[src/rtl/ysyx_24080006_pkg.sv]
// Shared pipeline types for the ysyx_24080006 core: per-stage payload bundles
// carried through ysyx_24080006_stage_buf, plus the limits of that buffer.
package ysyx_24080006_pkg;

    localparam int XLEN          = 32;
    localparam int REG_ADDR_W    = 5;
    localparam int CSR_ADDR_W    = 12;
    localparam int BUF_DEPTH_MIN = 1;
    localparam int BUF_DEPTH_MAX = 16;

    typedef enum logic [3:0] {
        ALU_ADD  = 4'd0,
        ALU_SUB  = 4'd1,
        ALU_SLL  = 4'd2,
        ALU_SLT  = 4'd3,
        ALU_SLTU = 4'd4,
        ALU_XOR  = 4'd5,
        ALU_SRL  = 4'd6,
        ALU_SRA  = 4'd7,
        ALU_OR   = 4'd8,
        ALU_AND  = 4'd9,
        ALU_LUI  = 4'd10
    } alu_op_e;

    typedef enum logic [1:0] {
        ALU_A_RS1  = 2'd0,
        ALU_A_PC   = 2'd1,
        ALU_A_ZERO = 2'd2
    } alu_a_sel_e;

    typedef enum logic [1:0] {
        CSR_NONE = 2'd0,
        CSR_RW   = 2'd1,
        CSR_RS   = 2'd2,
        CSR_RC   = 2'd3
    } csr_op_e;

    typedef enum logic [1:0] {
        WB_ALU = 2'd0,
        WB_MEM = 2'd1,
        WB_PC4 = 2'd2,
        WB_CSR = 2'd3
    } wb_sel_e;

    typedef struct packed {
        logic       reg_we;
        logic       mem_re;
        logic       mem_we;
        logic       branch;
        logic       jump;
        logic       ecall;
        logic       mret;
        logic       ebreak;
        wb_sel_e    wb_sel;
        alu_a_sel_e alu_a_sel;
        logic       alu_b_imm;
    } ctrl_t;

    typedef struct packed {
        logic [XLEN-1:0] pc;
        logic [XLEN-1:0] inst;
    } if_id_t;

    typedef struct packed {
        logic [XLEN-1:0]       pc;
        logic [XLEN-1:0]       rs1_data;
        logic [XLEN-1:0]       rs2_data;
        logic [XLEN-1:0]       imm;
        logic [REG_ADDR_W-1:0] rd_addr;
        logic [CSR_ADDR_W-1:0] csr_addr;
        csr_op_e               csr_op;
        logic [2:0]            funct3;
        alu_op_e               alu_op;
        ctrl_t                 ctrl;
    } id_ex_t;

    typedef struct packed {
        logic [XLEN-1:0]       pc;
        logic [XLEN-1:0]       dnpc;
        logic [XLEN-1:0]       alu_result;
        logic [XLEN-1:0]       sdata;
        logic [XLEN-1:0]       csr_wdata;
        logic [REG_ADDR_W-1:0] rd_addr;
        logic [CSR_ADDR_W-1:0] csr_addr;
        csr_op_e               csr_op;
        logic [2:0]            funct3;
        ctrl_t                 ctrl;
    } ex_mem_t;

    typedef struct packed {
        logic [XLEN-1:0]       pc;
        logic [XLEN-1:0]       dnpc;
        logic [XLEN-1:0]       alu_result;
        logic [XLEN-1:0]       mem_rdata;
        logic [XLEN-1:0]       csr_rdata;
        logic [REG_ADDR_W-1:0] rd_addr;
        logic [2:0]            funct3;
        ctrl_t                 ctrl;
    } mem_wb_t;

    // Buffer WIDTH values for each pipeline boundary.
    localparam int IF_ID_W  = $bits(if_id_t);
    localparam int ID_EX_W  = $bits(id_ex_t);
    localparam int EX_MEM_W = $bits(ex_mem_t);
    localparam int MEM_WB_W = $bits(mem_wb_t);

    function automatic logic depth_legal(input int depth);
        return (depth >= BUF_DEPTH_MIN) && (depth <= BUF_DEPTH_MAX);
    endfunction

endpackage

[src/rtl/ysyx_24080006_stage_buf.sv]
// Valid/ready pipeline stage buffer: small circular FIFO with optional
// combinational fall-through when empty. Flush and reset drop all entries.
module ysyx_24080006_stage_buf
    import ysyx_24080006_pkg::*;
#(
    parameter int WIDTH = 32,
    parameter int DEPTH = 2,
    parameter int PASS  = 0
) (
    input  logic                       clock,
    input  logic                       reset,
    input  logic                       flush,
    input  logic                       in_valid,
    output logic                       in_ready,
    input  logic [WIDTH-1:0]           in_data,
    output logic                       out_valid,
    input  logic                       out_ready,
    output logic [WIDTH-1:0]           out_data,
    output logic [$clog2(DEPTH+1)-1:0] count
);

    localparam int CW = $clog2(DEPTH + 1);
    localparam int PW = (DEPTH > 1) ? $clog2(DEPTH) : 1;
    localparam logic [CW-1:0] FULL_CNT = CW'(DEPTH);
    localparam logic [PW-1:0] LAST_PTR = PW'(DEPTH - 1);

    if (!depth_legal(DEPTH)) begin : g_bad_depth
        $fatal(1, "ysyx_24080006_stage_buf: DEPTH=%0d outside %0d..%0d",
               DEPTH, BUF_DEPTH_MIN, BUF_DEPTH_MAX);
    end

    logic [WIDTH-1:0] mem [DEPTH];
    logic [PW-1:0]    rd_ptr;
    logic [PW-1:0]    wr_ptr;
    logic [CW-1:0]    cnt;
    logic             empty;
    logic             full;
    logic             bypass;
    logic             push;
    logic             pop;

    // Explicit wrap so non-power-of-two depths never index past DEPTH-1.
    function automatic logic [PW-1:0] ptr_inc(input logic [PW-1:0] p);
        return (p == LAST_PTR) ? '0 : p + 1'b1;
    endfunction

    assign empty  = (cnt == '0);
    assign full   = (cnt == FULL_CNT);
    assign bypass = (PASS != 0) && empty;

    assign in_ready  = !full && !flush;
    assign out_valid = !flush && (!empty || (bypass && in_valid));
    assign out_data  = bypass ? in_data : mem[rd_ptr];
    assign count     = cnt;

    // A fall-through transfer leaves storage untouched.
    assign push = in_valid && in_ready && !(bypass && out_ready);
    assign pop  = out_valid && out_ready && !empty;

    always_ff @(posedge clock) begin
        if (reset || flush) begin
            rd_ptr <= '0;
            wr_ptr <= '0;
            cnt    <= '0;
        end else begin
            if (push) wr_ptr <= ptr_inc(wr_ptr);
            if (pop)  rd_ptr <= ptr_inc(rd_ptr);
            case ({push, pop})
                2'b10:   cnt <= cnt + 1'b1;
                2'b01:   cnt <= cnt - 1'b1;
                default: cnt <= cnt;
            endcase
        end
    end

    // Storage is not reset; entries are only meaningful below cnt.
    always_ff @(posedge clock) begin
        if (push && !reset) mem[wr_ptr] <= in_data;
    end

endmodule

[config.mk]
export PLATFORM = sky130hd
export DESIGN_NAME = ysyx_24080006_stage_buf
export DESIGN_NICKNAME = d
export VERILOG_FILES = /design/src/rtl/ysyx_24080006_pkg.sv /design/src/rtl/ysyx_24080006_stage_buf.sv
export SDC_FILE = /design/constraint.sdc
export NUM_CORES = 1
export LEC_CHECK = 0
export CELL_PAD_IN_SITES_DETAIL_PLACEMENT = 0
export CELL_PAD_IN_SITES_GLOBAL_PLACEMENT = 1
export CORE_MARGIN = 8
export CORE_UTILIZATION = 35
export DETAILED_ROUTE_END_ITERATION = 10
export DONT_BUFFER_PORTS = 1
export GPL_TIMING_DRIVEN = 1
export PLACE_DENSITY_LB_ADDON = 0.25
export SETUP_SLACK_MARGIN = 0.2
export SYNTH_ARGS = -nofsm -noshare
export SYNTH_HDL_FRONTEND = slang
export SYNTH_SLANG_ARGS = --single-unit
[constraint.sdc]
create_clock -name clock -period 4.15 [get_ports clock]
set_input_delay 0.83 -clock clock [delete_from_list [all_inputs] [get_ports clock]]
set_output_delay 0.83 -clock clock [all_outputs]
set_load 0.05 [all_outputs]
==> Yosys cells after proc, flatten, opt, wreduce, memory -nomap -nowiden <==
Memory sizes are Yosys's and may differ from the RTL's. A register that Yosys moved wholly into a read port is not among the register bits.
Cells that the tools add are included.
{ "totals": {"word_cells": 31, "regBits": 4, "input_bits": 37, "n_memories": 1, "ramBits": 64} }
{ "memory_table": {"columns": ["memory", "words", "width", "rd", "rd_ports_with_merged_regs", "wr", "line", "rtl"], "rows": [
  ["mem", 2, 32, 1, 1, 1, "ysyx_24080006_stage_buf.sv:32", "logic [WIDTH-1:0] mem [DEPTH];"]
]} }
{ "classes": {"reduce_logical": 13, "add_sub_neg": 4, "muxes": 7, "eq_ne": 3} }
{ "ops": {"columns": ["op", "count"], "rows": [
  ["1-bit logical AND", 6],
  ["1-bit two-way mux", 6],
  ["2-bit == test, second input constant", 2],
  ["1-bit zero test", 4],
  ["2-bit one-hot mux with 2 select lines", 1],
  ["1-bit adder, second input constant", 2],
  ["2-bit by 1-bit adder with 2-bit output, second input constant", 1],
  ["2-bit by 1-bit == test with 1-bit output, second input constant", 1],
  ["2-bit zero test", 1],
  ["2-bit nonzero test", 1],
  ["2-bit by 1-bit subtractor with 2-bit output, second input constant", 1],
  ["1-bit logical OR", 1]
]} }

==> Logic depth before layout (Yosys ltp) <==
{ "logic_depth": {"word_depth": 7, "depth_mapped": 7, "depth_no_buf": 7} }

==> Worst setup path after synthesis <==
Ideal clock, no wire load.
{ "synth_path": {"path_kind": "input-to-reg", "startpoint": "in in_valid", "endpoint": "mem mem[1][0], enable pin", "path_stages": 3, "t_arrival_ns": 3.636, "path_buffers": 0, "setup_slack_ns": 0.046, "setup_ns": 0.468, "required_ns": 3.682, "path_cell_list": "inv_1 -> or3_4 -> nor3b_1"} }
{ "synth_via": {"elab_chain_cells": 4} }
{ "synth_lines": {"columns": ["element", "line", "rtl"], "rows": [
  ["from (decl)", "ysyx_24080006_stage_buf.sv:13", "input logic in_valid,"],
  ["1-bit logical AND", "ysyx_24080006_stage_buf.sv:57", "assign push = in_valid && in_ready && !(bypass && out_ready);"],
  ["1-bit logical AND", "ysyx_24080006_stage_buf.sv:78", "if (push && !reset) mem[wr_ptr] <= in_data;"],
  ["1-bit two-way mux", "ysyx_24080006_stage_buf.sv:78", null],
  ["1-bit two-way mux (not written as such)", "ysyx_24080006_stage_buf.sv:78", null],
  ["to (decl)", "ysyx_24080006_stage_buf.sv:32", null]
]} }
No other way between the ends.

==> metrics.md <==
| Metric | Value |
|---|---|
| Total Routed Length | 4710 um |
| Number of flops mapped to enable cells by yosys | 64 |
| Gr usage total | roughly a tenth |
| Routed vias | 1,124 |
| H-Tree Level Count | 3 |
| First-pass GRT wire length | 7210 um |
| Clk sinks | 69 |
| Top Ports | 73 |
| Adder-cell share of the synthesized area | less than 1% |
| Worst Max-Slew Pin Slew | 0.945 ns |
| Largest family of logic cells by synthesized area | multiplexers |
| Share of layout cells above drive strength 1 | 34.5% |
| Final Cycle Share | 68.9% |
| DIE HEIGHT | 101 um |
| Worst hold path type | reg -> reg |
| CP Launch Type | flip-flop |
| Largest net degree at the start of global routing | 20 |
| Minimum hold slack | approximately 0.51 ns |
| Top Family by Delay on Critical Path | flip-flops |
| Worst-skew pair later-pin latency | roughly 0.33 ns |
| Final setup vio count | 0 |
| Final Skew | 0.00543 ns |
| Final Hold Vio Count | 0 |
| Area Growth Syn to Fin | 12.3% |
| Synth async-reset ratio | 0% |
| Core area | between 7000 and 8000 um2 |
| Minimum period implied by the final worst setup slack | 2.86 ns |
| Setup WS post-layout | 1.29 ns |
| Compound-Gate Fraction of Synth Area | 0.983% |
| CTS Buf Count | 9 |
| Port Buffers | 0 |
| Leakage power | 0.903 nW |
| Clock Path Buffers | 2 |
| N_diodes | 0 |
| Slowest-stage cell, CP | dfxtp_1 |
| Mean Syn Cell Area | 19.7 um2 |
| Syn_nets | roughly 170 |
| CP peak stage delay | about 0.74 ns |
| WP data required | 3.32 ns |
| Post-route DRC violation count | 0 |
| Worst-path clk slew | 0.06 ns |
| Most common cell in the synthesized netlist | edfxtp_1 |
| Die area | between 10,000 and 15,000 um2 |
| Status | finished, final reports clean |
| Number of global-route vias before repair | 1,266 |
| Drt pass-1 iters | 3 |
| Xor and xnor area share after synthesis | 1.03% |
| RSZ-0062 raised after global routing | false |
| Crit-path max FO | 19 |
| GPL Wtd Cong | about 0.76 |
| Max Fclk | 350 MHz |
| Crit. End Element | primary output |
| Ys flop type | edfxtp_1 |
| Slew headroom | 36.8% |
| Maximum vdd ir drop | 0.191 mV |
| Starting DRC count in detailed routing | 31 |
| Yosys synthesis warning count | 0 |
| Critical path class | reg -> out |
| TritonCTS clock tree | built |
| HPWL Detailed | ~3400 um |
| Die X | 101 um |
| Synthesized area | 2550 um2 |
| Share of the synthesized area in the top cell type | roughly three quarters |
| Top post-synthesis cells by count | edfxtp_1 (64), mux2_2 (30), nor2_1 (6), dfxtp_1 (5) |
| FP Rows | 31 |
| GR Overflow Total | 0 |
| # hold bufs at CTS | 0 |
| Post-route ant nets | 0 |
| Worst-path cell chain | buf_4, mux2_1 |
| Root Buffer | clkbuf_8 |
| Top post-synthesis cells by area | edfxtp_1 (75%), mux2_2 (13%), dfxtp_1 (3.9%), mux2_1 (0.88%), nor2_1 (0.88%) |
| Initial Utilization | 35.7% |
| Synth cell types | 20 |
| Post-CTS Repair Setup Buffers | 0 |
| FF+latch area | roughly 2000 um2 |
| Routed len/inst | 19.3 um |
| Register area share after synthesis | 79.4% |
| Synth Instances | 129 |
| Post-synth top area cell | edfxtp_1 |
| Post-CTS Resized | 0 |
| Simple-gate share of the synthesized area | 3.05% |
| Worst path bufs/invs | 1 |
| DR vias/cell | 4.61 |
| Post-layout net count | 178 |
| Initial antenna violation count | 0 |
| Final slew viol count | 0 |
| Area of the multi-input gates | 518 um2 |
| TNS Setup | 0 ns |
| Mux contribution to synthesized area | 14.2% |
| CP Data Arrival Time | just over 2 ns |
| Dpl ws | between 1 and 1.5 ns |
| #FFs+latches synth | between 60 and 70 |
| MaxCap Viol Count | 0 |
| PwrDens | 455 nW/um2 |
| Fillers | 686 |
## report_power, final
group	total (mW)	internal [mW]	switching, mW
Sequential	0.781	0.774	0.00638
Clock	0.449	0.232	0.216
Combinational	0.0719	0.0149	0.0570
Total	1.30	1.02	0.280
## cell families (layout without fill, tap and decap cells)
family,Yosys count,in the layout
compound gates,5,5
xor+xnor,3,3
fa+ha+maj,1,1
buf+inv,5,21
flops,69,69
mux,32,32
simple gates,14,14
## state kept, by name (all words and copies together) (netlist names), named ones only
register / cells
count: 2
mem: 64
rd_ptr: 1
wr_ptr: 1
## cell usage in the layout, fill, tap and decap left out, drive strengths merged
cell / Yosys / final
or3: 3 / 3
nor3: 1 / 1
mux2: 32 / 32
clkinv: 0 / 2
dfxtp: 5 / 5
clkbuf: 1 / 14
or2: 1 / 1
xnor2: 1 / 1
buf: 3 / 4
and2: 1 / 1
inv: 1 / 1
o21ai: 3 / 3
xor2: 2 / 2
nor2: 6 / 6
a21oi: 2 / 2
ha: 1 / 1
edfxtp: 64 / 64
nor3b: 1 / 1
nor2b: 1 / 1
## path summary, 6_finish.rpt
check                         from                  end  slack (ns)  cells past startpoint
max                      flip-flop         out_data[13]        1.29                      2
min reg2reg    rd_ptr$_SDFFE_PP0P_  rd_ptr$_SDFFE_PP0P_        0.51                      2
min            rd_ptr$_SDFFE_PP0P_  rd_ptr$_SDFFE_PP0P_        0.51                      2
max reg2reg  count[0]$_SDFFE_PP0P_  mem[1][3]$_DFFE_PP_        1.41                      4
## stage by stage
step | utilization (%) | cells | cell area [um2] | total power [mW]
detailed placement | 37.8 | 228 | 2700 | 0.869
floorplan | - | 129 | 2550 | 0.859
global route | 40.1 | 244 | 2860 | 1.36
finish | 40.1 | 244 | 2860 | 1.30
CTS | 40.1 | 244 | 2860 | 1.33
global placement | 37.8 | 228 | 2700 | 0.867
## worst reg2reg max path, stage by stage, from the launching register on
cell	delay [ns]
dfxtp_1	0.75
nor2b_1	0.18
or3_4	0.41
nor3b_4	0.67
buf_4	0.40
## area by class of cell
type | count | share of cell area [%]
flip-flops and latches | 69 | 70.7
multi-input cells | 55 | 18.1
clock buffers | 14 | 5.34
well taps | 99 | 4.33
repair buffers | 4 | 1.05
clock inverters | 2 | 0.350
inverters | 1 | 0.131
## metal layers
metal	wire, um	global-route usage, %
met1	1760	9.82
met2	2400	15.9
met3	472	5.84
met4	69	4.81
met5	0	0
Power figures use the tool's default switching activity.
